$ cat config.mk
export PLATFORM = sky130hd
export DESIGN_NAME = seq_1010_scan_ctrl
export DESIGN_NICKNAME = d
export VERILOG_FILES = /design/src/rtl/seq_1010_scan_ctrl.sv
export SDC_FILE = /design/constraint.sdc
export NUM_CORES = 1
export LEC_CHECK = 0
export BUFFER_PORTS_ARGS = -buffer_cell sky130_fd_sc_hd__buf_2
export CORE_MARGIN = 3
export CORE_UTILIZATION = 45
export CTS_BUF_LIST = sky130_fd_sc_hd__clkbuf_4 sky130_fd_sc_hd__clkbuf_8
export DETAILED_ROUTE_END_ITERATION = 8
export PLACE_DENSITY = 0.78
export SLEW_MARGIN = 5
export SYNTH_ARGS = -nofsm -noshare
export SYNTH_HDL_FRONTEND = slang
export SYNTH_SLANG_ARGS = --single-unit
$ cat constraint.sdc
create_clock -name clk -period 2 [get_ports clk]
set_clock_uncertainty 0.1 [all_clocks]
set_input_delay 0.1 -clock clk [delete_from_list [all_inputs] [get_ports clk]]
set_output_delay 0.1 -clock clk [all_outputs]
set_load 0.01 [all_outputs]
$ cat src/rtl/seq_1010_scan_ctrl.sv
// Word-level controller that scans each accepted word MSB-first for "1010".
// Define SEQ_SCAN_CARRY_EN to carry detector state across word boundaries.
module seq_1010_scan_ctrl #(
  parameter int W     = 8,
  parameter int CNT_W = 4
) (
  input  logic             clk,
  input  logic             rst,
  input  logic             in_valid,
  output logic             in_ready,
  input  logic [W-1:0]     in_data,
  output logic             out_valid,
  input  logic             out_ready,
  output logic [CNT_W-1:0] out_hits,
  output logic [W-1:0]     out_hit_mask,
  output logic             busy
);

  localparam int BW = $clog2(W);

  typedef enum logic [1:0] {
    IDLE,
    SHIFT,
    DONE
  } state_t;

  typedef enum logic [1:0] {
    DA,
    DB,
    DC,
    DD
  } det_t;

  state_t          state, state_nx;
  det_t            det, det_nx;
  logic [W-1:0]    sr;
  logic [BW-1:0]   cnt;
  logic [CNT_W-1:0] hits;
  logic [W-1:0]    mask;
  logic            w;
  logic            z;
  logic            accept;

  assign w            = sr[W-1];
  assign accept       = (state == IDLE) && in_valid;
  assign out_hits     = hits;
  assign out_hit_mask = mask;

  always_ff @(posedge clk) begin
    if (rst) begin
      state <= IDLE;
      det   <= DA;
    end else begin
      state <= state_nx;
      det   <= det_nx;
    end
  end

  always_comb begin
    state_nx  = state;
    det_nx    = det;
    in_ready  = 1'b0;
    out_valid = 1'b0;
    busy      = 1'b0;
    z         = 1'b0;
    unique case (state)
      IDLE: begin
        in_ready = 1'b1;
        if (in_valid) begin
          state_nx = SHIFT;
`ifndef SEQ_SCAN_CARRY_EN
          det_nx = DA;
`endif
        end
      end
      SHIFT: begin
        busy = 1'b1;
        unique case (det)
          DA: det_nx = w ? DB : DA;
          DB: det_nx = w ? DB : DC;
          DC: det_nx = w ? DD : DA;
          DD: begin
            det_nx = w ? DB : DC;
            z      = !w;
          end
        endcase
        if (cnt == '0)
          state_nx = DONE;
      end
      DONE: begin
        busy      = 1'b1;
        out_valid = 1'b1;
        if (out_ready)
          state_nx = IDLE;
      end
      default: state_nx = IDLE;
    endcase
  end

  // Result registers double as the working accumulators.
  always_ff @(posedge clk) begin
    if (rst) begin
      sr   <= '0;
      cnt  <= '0;
      hits <= '0;
      mask <= '0;
    end else if (accept) begin
      sr   <= in_data;
      cnt  <= BW'(W - 1);
      hits <= '0;
      mask <= '0;
    end else if (state == SHIFT) begin
      sr  <= {sr[W-2:0], 1'b0};
      cnt <= cnt - 1'b1;
      if (z) begin
        mask[cnt] <= 1'b1;
        if (hits != '1)
          hits <= hits + 1'b1;
      end
    end
  end

endmodule
== Yosys cells after proc, flatten, opt, wreduce, memory -nomap -nowiden ==
Cells that the tools add are included.

* Register bits after elaboration: 27
* Bits in latches: 0
* RAM bits: 0
* ROM bits: 0
* Bits of input ports: 12
* Output and inout bits: 15
* Memories: 0

* $add $sub $neg: 2
* Multipliers: 0
* Divide/modulo/power cells: 0
* Magnitude comparators: 2
* Equal/unequal tests: 9
* Shift-type cells: 0
* Muxes and demuxes: 21
* Bitwise operators: 1
* Reductions and logical operators: 15

{| class="wikitable"
|+ Operator list
! operator !! count
|-
| 8-bit 2-to-1 mux || 2
|-
| 2-bit 2-to-1 mux || 6
|-
| 2-bit case mux with 3 select lines || 2
|-
| 8-bit OR || 1
|-
| 1-bit 2-to-1 mux || 7
|-
| 2-bit equality test (second input constant) || 3
|-
| 3-bit 2-to-1 mux || 2
|-
| 2-bit inequality test (second input constant) || 3
|-
| 3-bit AND reduction || 2
|-
| 2-bit OR reduction || 3
|-
| 4-bit by 1-bit adder with 4-bit output (second input constant) || 1
|-
| 2-bit by 1-bit equality test with 1-bit output (second input constant) || 2
|-
| 2-bit zero test || 2
|-
| 3-bit by 4-bit < comparator with 1-bit output (second input constant) || 1
|-
| 4-bit inequality test (second input constant) || 1
|-
| 2-bit case mux with 2 select lines || 1
|-
| 2-bit AND reduction || 2
|-
| 2-bit nonzero test || 2
|-
| 1-bit demux with 3-bit select || 1
|-
| 3-bit by 1-bit greater-or-equal comparator with 1-bit output (second input constant) || 1
|-
| 3-bit zero test || 1
|-
| 3-bit by 1-bit subtractor with 3-bit output (second input constant) || 1
|-
| 1-bit logical AND || 2
|-
| 1-bit zero test || 1
|}

== Depth between registers and ports, before layout ==
Gate-level depths: netlist of run 1.

* Depth in word-level cells: 5
* Mapped depth: 7

== Worst setup path before layout of run 1 ==
No wires, ideal clock.

* Path type: reg2reg
* Start: register state[0]
* End: register mask[2] (netlist: out_hit_mask[2])
* Library setup time: 0.087 ns
* Arrival: 1.379 ns
* Slack: 0.434 ns
* Cell stages (with the launch flop): 8
* Path buffers: 2
* Period minus slack after synthesis: 1.566 ns
* Cell sequence: dfxtp_1 inv_1 ha_1 buf_2 a21oi_2 buf_2 nand3_1 o31ai_1

* Longest elaborated chain between the ends: 3
* Elaborated cells on any way between the ends: 6
* Classes of those cells: 1 x eq/ne; 1 x mux; 4 x reduce/logical

{| class="wikitable"
|+ Ends and longest elaborated chain
! element !! RTL line !! text
|-
| from (decl) || 34 || <nowiki>state_t state, state_nx;</nowiki>
|-
| from (signal assigned) || 54 || <nowiki>state <= state_nx;</nowiki>
|-
| 2-bit by 1-bit equality test with 1-bit output or 2-bit zero test (tied branches) || 66, 112, 45 ||
|-
| 1-bit 2-to-1 mux or 1-bit logical AND (tied branches) || 66, 45 ||
|-
| 2-bit AND reduction (no line) or 2-bit OR reduction (tied branches) || n/a ||
|-
| to (signal assigned) || 106 || <nowiki>mask <= '0;</nowiki>
|-
| to (signal assigned) || 111 || <nowiki>mask <= '0;</nowiki>
|-
| to (signal, indexed assignment) || 116 || <nowiki>mask[cnt] <= 1'b1;</nowiki>
|-
| to (decl) || 39 || <nowiki>logic [W-1:0] mask;</nowiki>
|}

Parallel ways exist; a longest one is shown, timed or not.
A chain may end at the register's enable or synchronous reset.

== Final worst setup path of run 1 ==
Same ends and word-level chain as after synthesis.

==> results of run 1 <==
## layout make-up
class / instances / area, sq um
fillers: 223 / 1050
multi-input cells: 95 / 673
flip-flops and latches: 27 / 541
repair buffers: 37 / 235
well taps: 30 / 37.5
clock buffers: 3 / 22.5
inverters: 6 / 22.5
clock inverters: 1 / 7.51
## metal layers
layer	vias up	global-route usage (%)
met1	505	21.0
met2	24	28.7
met5	-	0
met3	5	3.92
met4	0	7.44
li1	562	-
## stage by stage
| step | setup slack (ns) | std cells | utilization (%) |
|---|---|---|---|
| floorplan | 0.434 | 136 | - |
| global placement | 0.366 | 186 | 54.8 |
| detailed placement | 0.254 | 186 | 54.8 |
| CTS | 0.230 | 199 | 59.4 |
| global route | 0.0241 | 199 | 59.4 |
| finish | 0.217 | 199 | 59.4 |
## what timing repair did
item	4_1_cts	5_1_grt
setup endpoints to repair	0	0
endpoints found under the hold margin	8	0
hold buffers	9	0
## sequential cells by signal (all words and copies together), names as in the netlist
signal,cells
cnt,3
state,2
det,2
out_hit_mask,8
out_hits,4
sr,8
## layout by cell type (no fill, tap or decap)
cell                             n
sky130_fd_sc_hd__a21oi_2         1
sky130_fd_sc_hd__o41ai_2         1
sky130_fd_sc_hd__o211ai_1        1
sky130_fd_sc_hd__mux2i_1         8
sky130_fd_sc_hd__dlygate4sd3_1   9
sky130_fd_sc_hd__ha_1            7
sky130_fd_sc_hd__clkinvlp_4      1
sky130_fd_sc_hd__nand2b_1        4
sky130_fd_sc_hd__and4b_1         1
sky130_fd_sc_hd__o31ai_1         5
sky130_fd_sc_hd__buf_2          26
sky130_fd_sc_hd__nor3_1          4
sky130_fd_sc_hd__nand2_1        11
sky130_fd_sc_hd__clkbuf_4        3
sky130_fd_sc_hd__inv_1           6
sky130_fd_sc_hd__o21ai_0         4
sky130_fd_sc_hd__nand3b_1        2
sky130_fd_sc_hd__and3_1          2
sky130_fd_sc_hd__a32o_1          2
sky130_fd_sc_hd__or3_1           1
sky130_fd_sc_hd__a211oi_1        7
sky130_fd_sc_hd__nor2_1          9
sky130_fd_sc_hd__and3b_1         1
sky130_fd_sc_hd__buf_4           2
sky130_fd_sc_hd__nand4b_4        1
sky130_fd_sc_hd__a32oi_1         1
sky130_fd_sc_hd__a41oi_1         2
sky130_fd_sc_hd__xnor2_1         1
sky130_fd_sc_hd__nand3_1         4
sky130_fd_sc_hd__dfxtp_1        27
sky130_fd_sc_hd__a21oi_1         6
sky130_fd_sc_hd__nand4_1         2
sky130_fd_sc_hd__a31oi_1         1
sky130_fd_sc_hd__o21ai_1         2
sky130_fd_sc_hd__a21o_1          1
sky130_fd_sc_hd__a211oi_2        1
sky130_fd_sc_hd__nor2b_1         2
## worst paths after layout
| path | end | slack (ns) | cells past startpoint |
|---|---|---|---|
| hold / removal | det[0] | 0.03 | 2 |
| hold reg to reg | out_hit_mask[1] | 0.36 | 2 |
| setup / recovery | out_hit_mask[2] | 0.22 | 5 |
| setup reg to reg | out_hit_mask[2] | 0.22 | 5 |
## power groups by stage
stage                     Combinational [mW]  Sequential (mW)  Clock (mW)
after floorplan                        0.527            0.691           0
after detailed placement               0.639            0.714           0
after global routing                   0.751            0.716       0.276
after CTS                              0.660            0.702       0.250
final                                  0.660            0.704       0.240
after global placement                 0.619            0.709           0
## kinds of logic (layout without fill, tap and decap cells)
family	after synthesis	in the layout	synth area share, %
compound gates	35	35	19.9
xor+xnor	1	1	0.682
fa+ha+maj	7	7	6.82
buf+inv	14	47	5.46
flops	27	27	42.1
mux	8	8	6.24
simple gates	44	44	18.8
## worst max-delay path, stage by stage, from the launching register on
cell and delay [ns]:
sky130_fd_sc_hd__dfxtp_1 0.38, sky130_fd_sc_hd__inv_1 0.08, sky130_fd_sc_hd__ha_1 0.30, sky130_fd_sc_hd__a21oi_2 0.45, sky130_fd_sc_hd__nand3_1 0.18, sky130_fd_sc_hd__o31ai_1 0.20
==> out/summary.md, run 1 <==
The run finished with clean final reports. The dominant cell by count in the synthesized netlist was sky130_fd_sc_hd__dfxtp_1. The total standard cell area after synthesis is 1280 sq um, and the post-synthesis sequential area ratio is 42.1%.

The region available for standard cell placement spans 2590 sq um. The startpoint identified for the worst hold timing path is rst. The via count of the first global-routing pass came out at 1,107. Hold timing on the final database bottoms out at a slack of 0.0336 ns.

In the detailed route, the total length drawn on met2 is 1280 um. Yosys mapped a number of flops with a built-in enable equal to 0. The global-route usage over all layers came out at 17.2%. The analysis attributes to cell leakage a power of 0.656 nW. At the pin with the least slew margin, the transition time is 0.532 ns. By area the synthesized netlist is led by sky130_fd_sc_hd__dfxtp_1 42%, sky130_fd_sc_hd__ha_1 6.8%, sky130_fd_sc_hd__mux2i_1 6.2%, sky130_fd_sc_hd__a211oi_1 4.1%, sky130_fd_sc_hd__nand2_1 3.2%. The floorplan step set the die width to 59.4 um. For the internal cell power, the log shows 991 uW. In this run the count of I/O pins placed on the die edge is 27. The total power draw was 1.60 mW; the detailed placement HPWL was 1880 um.

Relative to the synthesized area, the layout overhead comes to 19.9%. The remaining global-route overflow is 0. For the final routed database, the setup TNS stands at 0 ns. The logs give 1.94 ns for the data arrival time of the critical path and 2640 um for the wire length reported by the detailed router.

In this run, the combinational gates consume 41.2% of the power. The routed layout has 1,096 vias. The count of endpoints failing hold in the final timing report was 0.

The tools report the cell at the root of the clock tree as sky130_fd_sc_hd__clkbuf_4. The class of the worst hold path was in -> reg. The highest fanout seen on the critical path came out at 11. The largest total area in the synthesized netlist belongs to sky130_fd_sc_hd__dfxtp_1. The post-cts resize count is 0. The clock slew seen by the registers of the worst setup and hold paths was 0.15 ns; the count of nets after finishing was 189. The most used flip-flop cell after synthesis is sky130_fd_sc_hd__dfxtp_1.

The post-detailed-route via-to-cell ratio is 5.51. The worst register-to-register path begins at state[0]. The tools report the number of antenna violations at the first check in global routing as 0.

The number of I/O port buffers works out to 26. TritonCTS built the clock tree. The clock passes through at most 2 buffers. The number of clock sinks was 27; the total power divided by cell area was 1040 nW/um^2. The final critical path takes up 89.1% of the cycle. Of the cells placed in the final design, the portion with a size suffix greater than 1 is 21.3%.

Of the total power, the share spent switching nets is 38.2%. The count of nets left with antenna violations once routing finished came out at 0. The top layer used by detailed routing was met4.

The Yosys step of the flow raised 0 warnings. The netlist uses 36 different library cells. STA classifies the critical path startpoint as a flip-flop. Total of max-cap violations: 0. The timing startpoint of the critical path is state[0].

The logs give 1 for the H-tree depth and 108 um for the total length of routed met3 wires. Type of the setup path with the least slack: reg -> reg. After layout, the minimum clock period comes to 1.78 ns. After technology mapping, the gate count stands at 136.

In the final routed layout, each cell accounts on average for 13.3 um. The cell area after placement was 1420 sq um; the antenna diode instance count was 0. In this run, the clock network consumes 14.9% of the power. For the net switching power of the design, the log shows 613 uW. The die is 59.4 um tall. Synthesis inferred 27 register bits. Sorting the synthesized cells by how often they occur yields 27 x sky130_fd_sc_hd__dfxtp_1, 11 x sky130_fd_sc_hd__nand2_1, 9 x sky130_fd_sc_hd__nor2_1, 8 x sky130_fd_sc_hd__mux2i_1.

TritonCTS created 3 clock buffers. The logs give 4 for the number of optimization iterations in the first detailed-route pass and 18 for the site row count. The top cell type by area accounts for 42.1% of the synthesized area.

When the netlist entered floorplanning its net count stood at 155. After synthesis, the mean cell area works out to 9.44 sq um. The summed area of non-filler cells in the final layout is 1540 sq um. In this run, the number of DRC markers left after iteration 0 of detailed routing was 42. The routed length on met1 was 1210 um; the normalized max-slew margin was 64.4%. The run gives 0 as the number of pins exceeding their max-slew limit in the final report.

Clock latency on the worst-skew pair: 0.33 ns. The largest net degree at the start of global routing was 21; the final-report setup violation count was 0. Sequential cells account for 43.9% of the total power. The data required time at the worst endpoint is 2.16 ns. Maximum clock frequency: 561 MHz. STA classifies the critical path endpoint as a flip-flop.

Buffers added to address setup during post-CTS repair amount to 0. The share of flip-flops with an asynchronous set or reset after synthesis was 0%; the initial cell density of the core was 49.6%. Setup repair after global routing left no endpoint under its margin.

The run gives 0.693 mV as the worst ir drop on vdd. The routability congestion estimate from global placement was 0.774; the global-route wire length before repair was 4690 um. The DRC violation count after routing came out at 0.

The die covers 3530 sq um.
Note: power is estimated with default switching activity, not from simulation.
==> run 2: changes to the inputs <==
Settings changed: CORE_UTILIZATION 45 to 55, PLACE_DENSITY 0.78 to 0.9.
==> out/summary.md, run 2 (synthesis gave the netlist of run 1 again) <==
Leaving out fill and tap cells, the most frequent cell in the layout is sky130_fd_sc_hd__dfxtp_1. The number of cells on the worst hold path works out to 2. The via count of the first global-routing pass was 1,136. For this run, the detailed router's first-pass iteration total came to 4. The total power draw is 1.65 mW, and the maximum cell stage delay along the critical path is 0.46 ns.

The worst hold path belongs to the class in -> reg. Entering global routing, the biggest net connects 21 pins. The summed area of non-filler cells in the final layout is 1540 sq um. OpenSTA, run right after detailed placement, puts the worst setup slack at 0.225 ns. At the end of the flow the core is filled with cells to 73.7%. In this run the critical register-to-register path is captured at out_hit_mask[2]. For this run, the number of standard cells in the final layout without fillers is 196.

The detailed-route wire length per cell was 15.1 um. The count of endpoints failing hold in the final timing report came out at 0. Setup repair after global routing left no endpoint under its margin. Dividing total power by cell area gives a power density of 1080 nW/um^2. The slew at the pin closest to its max-slew limit works out to 0.558 ns. The clock drives 27 sinks. The kind of capture point of the worst setup path is a flip-flop. The number of pins exceeding their max-slew limit in the final report came out at 0. After layout, the worst path uses 92.4% of the clock period. In the routed design, unresolved DRC markers number 0. The via count is 1,140, and the number of antenna-violating nets in the routed design is 0.

The logs give 0.15 ns for the worst reg-to-reg setup slack and 1420 sq um for the cell area after placement. The clock period could shrink to 1.85 ns. The critical path is of the reg -> reg type. The number of primary I/O pins was 27; the number of buffers between clock root and the deepest sink was 2. The worst pin sits at a relative slew slack of 62.7%. For this design the static power due to leakage is 0.656 nW. The sequential cells in the finished layout cover a total of 541 sq um. The number of I/O port buffers is 26, and the final hold slack is 0.0459 ns.

CTS placed an instance of sky130_fd_sc_hd__clkbuf_4 at the clock tree root. For this run the aggregate overflow at the end of global routing stands at 0. Clock-pin slew was measured on the worst setup and hold paths at 0.15 ns.

Based on the critical path, the design can be clocked at up to 541 MHz. In this run, the number of DRC markers left after iteration 0 of detailed routing was 35. Counting tap cells, the placed design contains a total of 183 instances. The critical path's top delay family was compound AO/OA/AOI/OAI gates. The run gives 0 as the total of max-cap violations.

The flow ran to the end, and the final reports show no timing, DRC or antenna violations. Data required time at the worst endpoint: 2.17 ns. At the worst endpoint, the arrival time is 2.01 ns. The final layout contains 189 nets.

Summed over all nets, the half-perimeter wirelength after detailed placement is 2080 um. The tools report the start point of the worst hold path as rst. Floorplan die height: 54.3 um.

The clock latency on the worst-skew pair was 0.34 ns. The run gives 1 as the H-tree depth. The final layout contains routed wiring with a total length of 2970 um. After layout, the worst setup slack is 0.152 ns. Terminating pin of the worst hold path: det[0].

Adding up every negative setup slack in the final design gives 0 ns. In the routed layout, each cell is associated on average with a via count of 5.82. The site row count came out at 16.

The slowest stage cell on the critical path was sky130_fd_sc_hd__a21oi_2. The overall die width came out at 54.3 um. The run gives 2080 sq um as the core area. Traced cell by cell, the critical path runs through inv_1, ha_1, a21oi_2, nand3_1, o31ai_1. The first global-routing pass estimated 4930 um of wire. The highest fanout seen on the critical path is 11. The tools report the initial cell density of the core as 61.7%. The logs give 2950 sq um for the overall die area and 3 for the number of buffers created by CTS. The post-route netlist has 21.3% of its cells at a drive strength greater than 1. The worst register-to-register path begins at state[0]. The count of buffer and inverter cells on the critical path is 1. The number of antenna diodes in the final layout is 0. Number of cells traversed by the worst register-to-register path: 5. Setup violations remaining at the end of the flow were counted as 0. The run gives 0.765 mV as the worst ir drop on vdd. Global routing used 22.7% of the available tracks across all layers. The area taken by multi-input logic gates was 673 sq um.

The top cell types in the final layout, fill and taps aside, are 27 x sky130_fd_sc_hd__dfxtp_1, 26 x sky130_fd_sc_hd__buf_2, 11 x sky130_fd_sc_hd__nand2_1, 9 x sky130_fd_sc_hd__nor2_1, 9 x sky130_fd_sc_hd__dlygate4sd3_1. The number of antenna violations at the first check in global routing was 0. TritonCTS built the clock tree.

STA classifies the critical path startpoint as a flip-flop. The filler cells instantiated in the layout total 149. The area overhead of the layout relative to synthesis is 19.6%.

The routability congestion estimate from global placement was 0.794.
[run 2: how the worst max path moves through the flow]
stage	startpoint	endpoint	slack, ns	cells after the start
2_1_floorplan	state[0]	out_hit_mask[2]	0.43	7
3_3_place_gp	state[0]	out_hit_mask[2]	0.38	5
3_5_place_dp	state[0]	out_hit_mask[2]	0.22	5
4_1_cts	state[0]	out_hit_mask[2]	0.17	5
5_1_grt	state[0]	out_hit_mask[2]	0.02	5
6_report	state[0]	out_hit_mask[2]	0.15	5
[run 2: area by class of cell]
type	instances	area share, %
clock inverters	1	0.489
inverters	6	1.47
well taps	27	2.20
clock buffers	3	1.47
repair buffers	37	15.3
flip-flops and latches	27	35.2
multi-input cells	95	43.8
[run 2: worst reg2reg max path, delay by kind of cell, from the launching register on]
kind	cells	cell delay (ns)
flip-flops	1	0.40
adder cells (fa/ha/maj)	1	0.33
buffers and inverters	1	0.10
AND/OR/NAND/NOR	1	0.18
AO/OA/AOI/OAI	2	0.67
[run 2: power breakdown]
group          total (mW)  internal (mW)  leakage (nW)  switching [mW]
registers           0.707          0.625         0.221          0.0818
logic               0.698          0.292         0.421           0.406
clock network       0.246         0.0768        0.0139           0.169
total                1.65          0.994         0.656           0.657
[run 2: repair_timing]
item | CTS | global route
hold endpoints to repair | 8 | 0
hold buffers | 9 | 0
setup buffers | 0 | 0
resized for setup | 0 | 0
[run 2: routing by layer]
layer,global-route usage [%],vias up,wire [um]
li1,-,561,-
met1,26.4,530,1260
met2,39.8,43,1530
met3,4.09,6,137
met4,10.4,0,42
met5,0,-,0
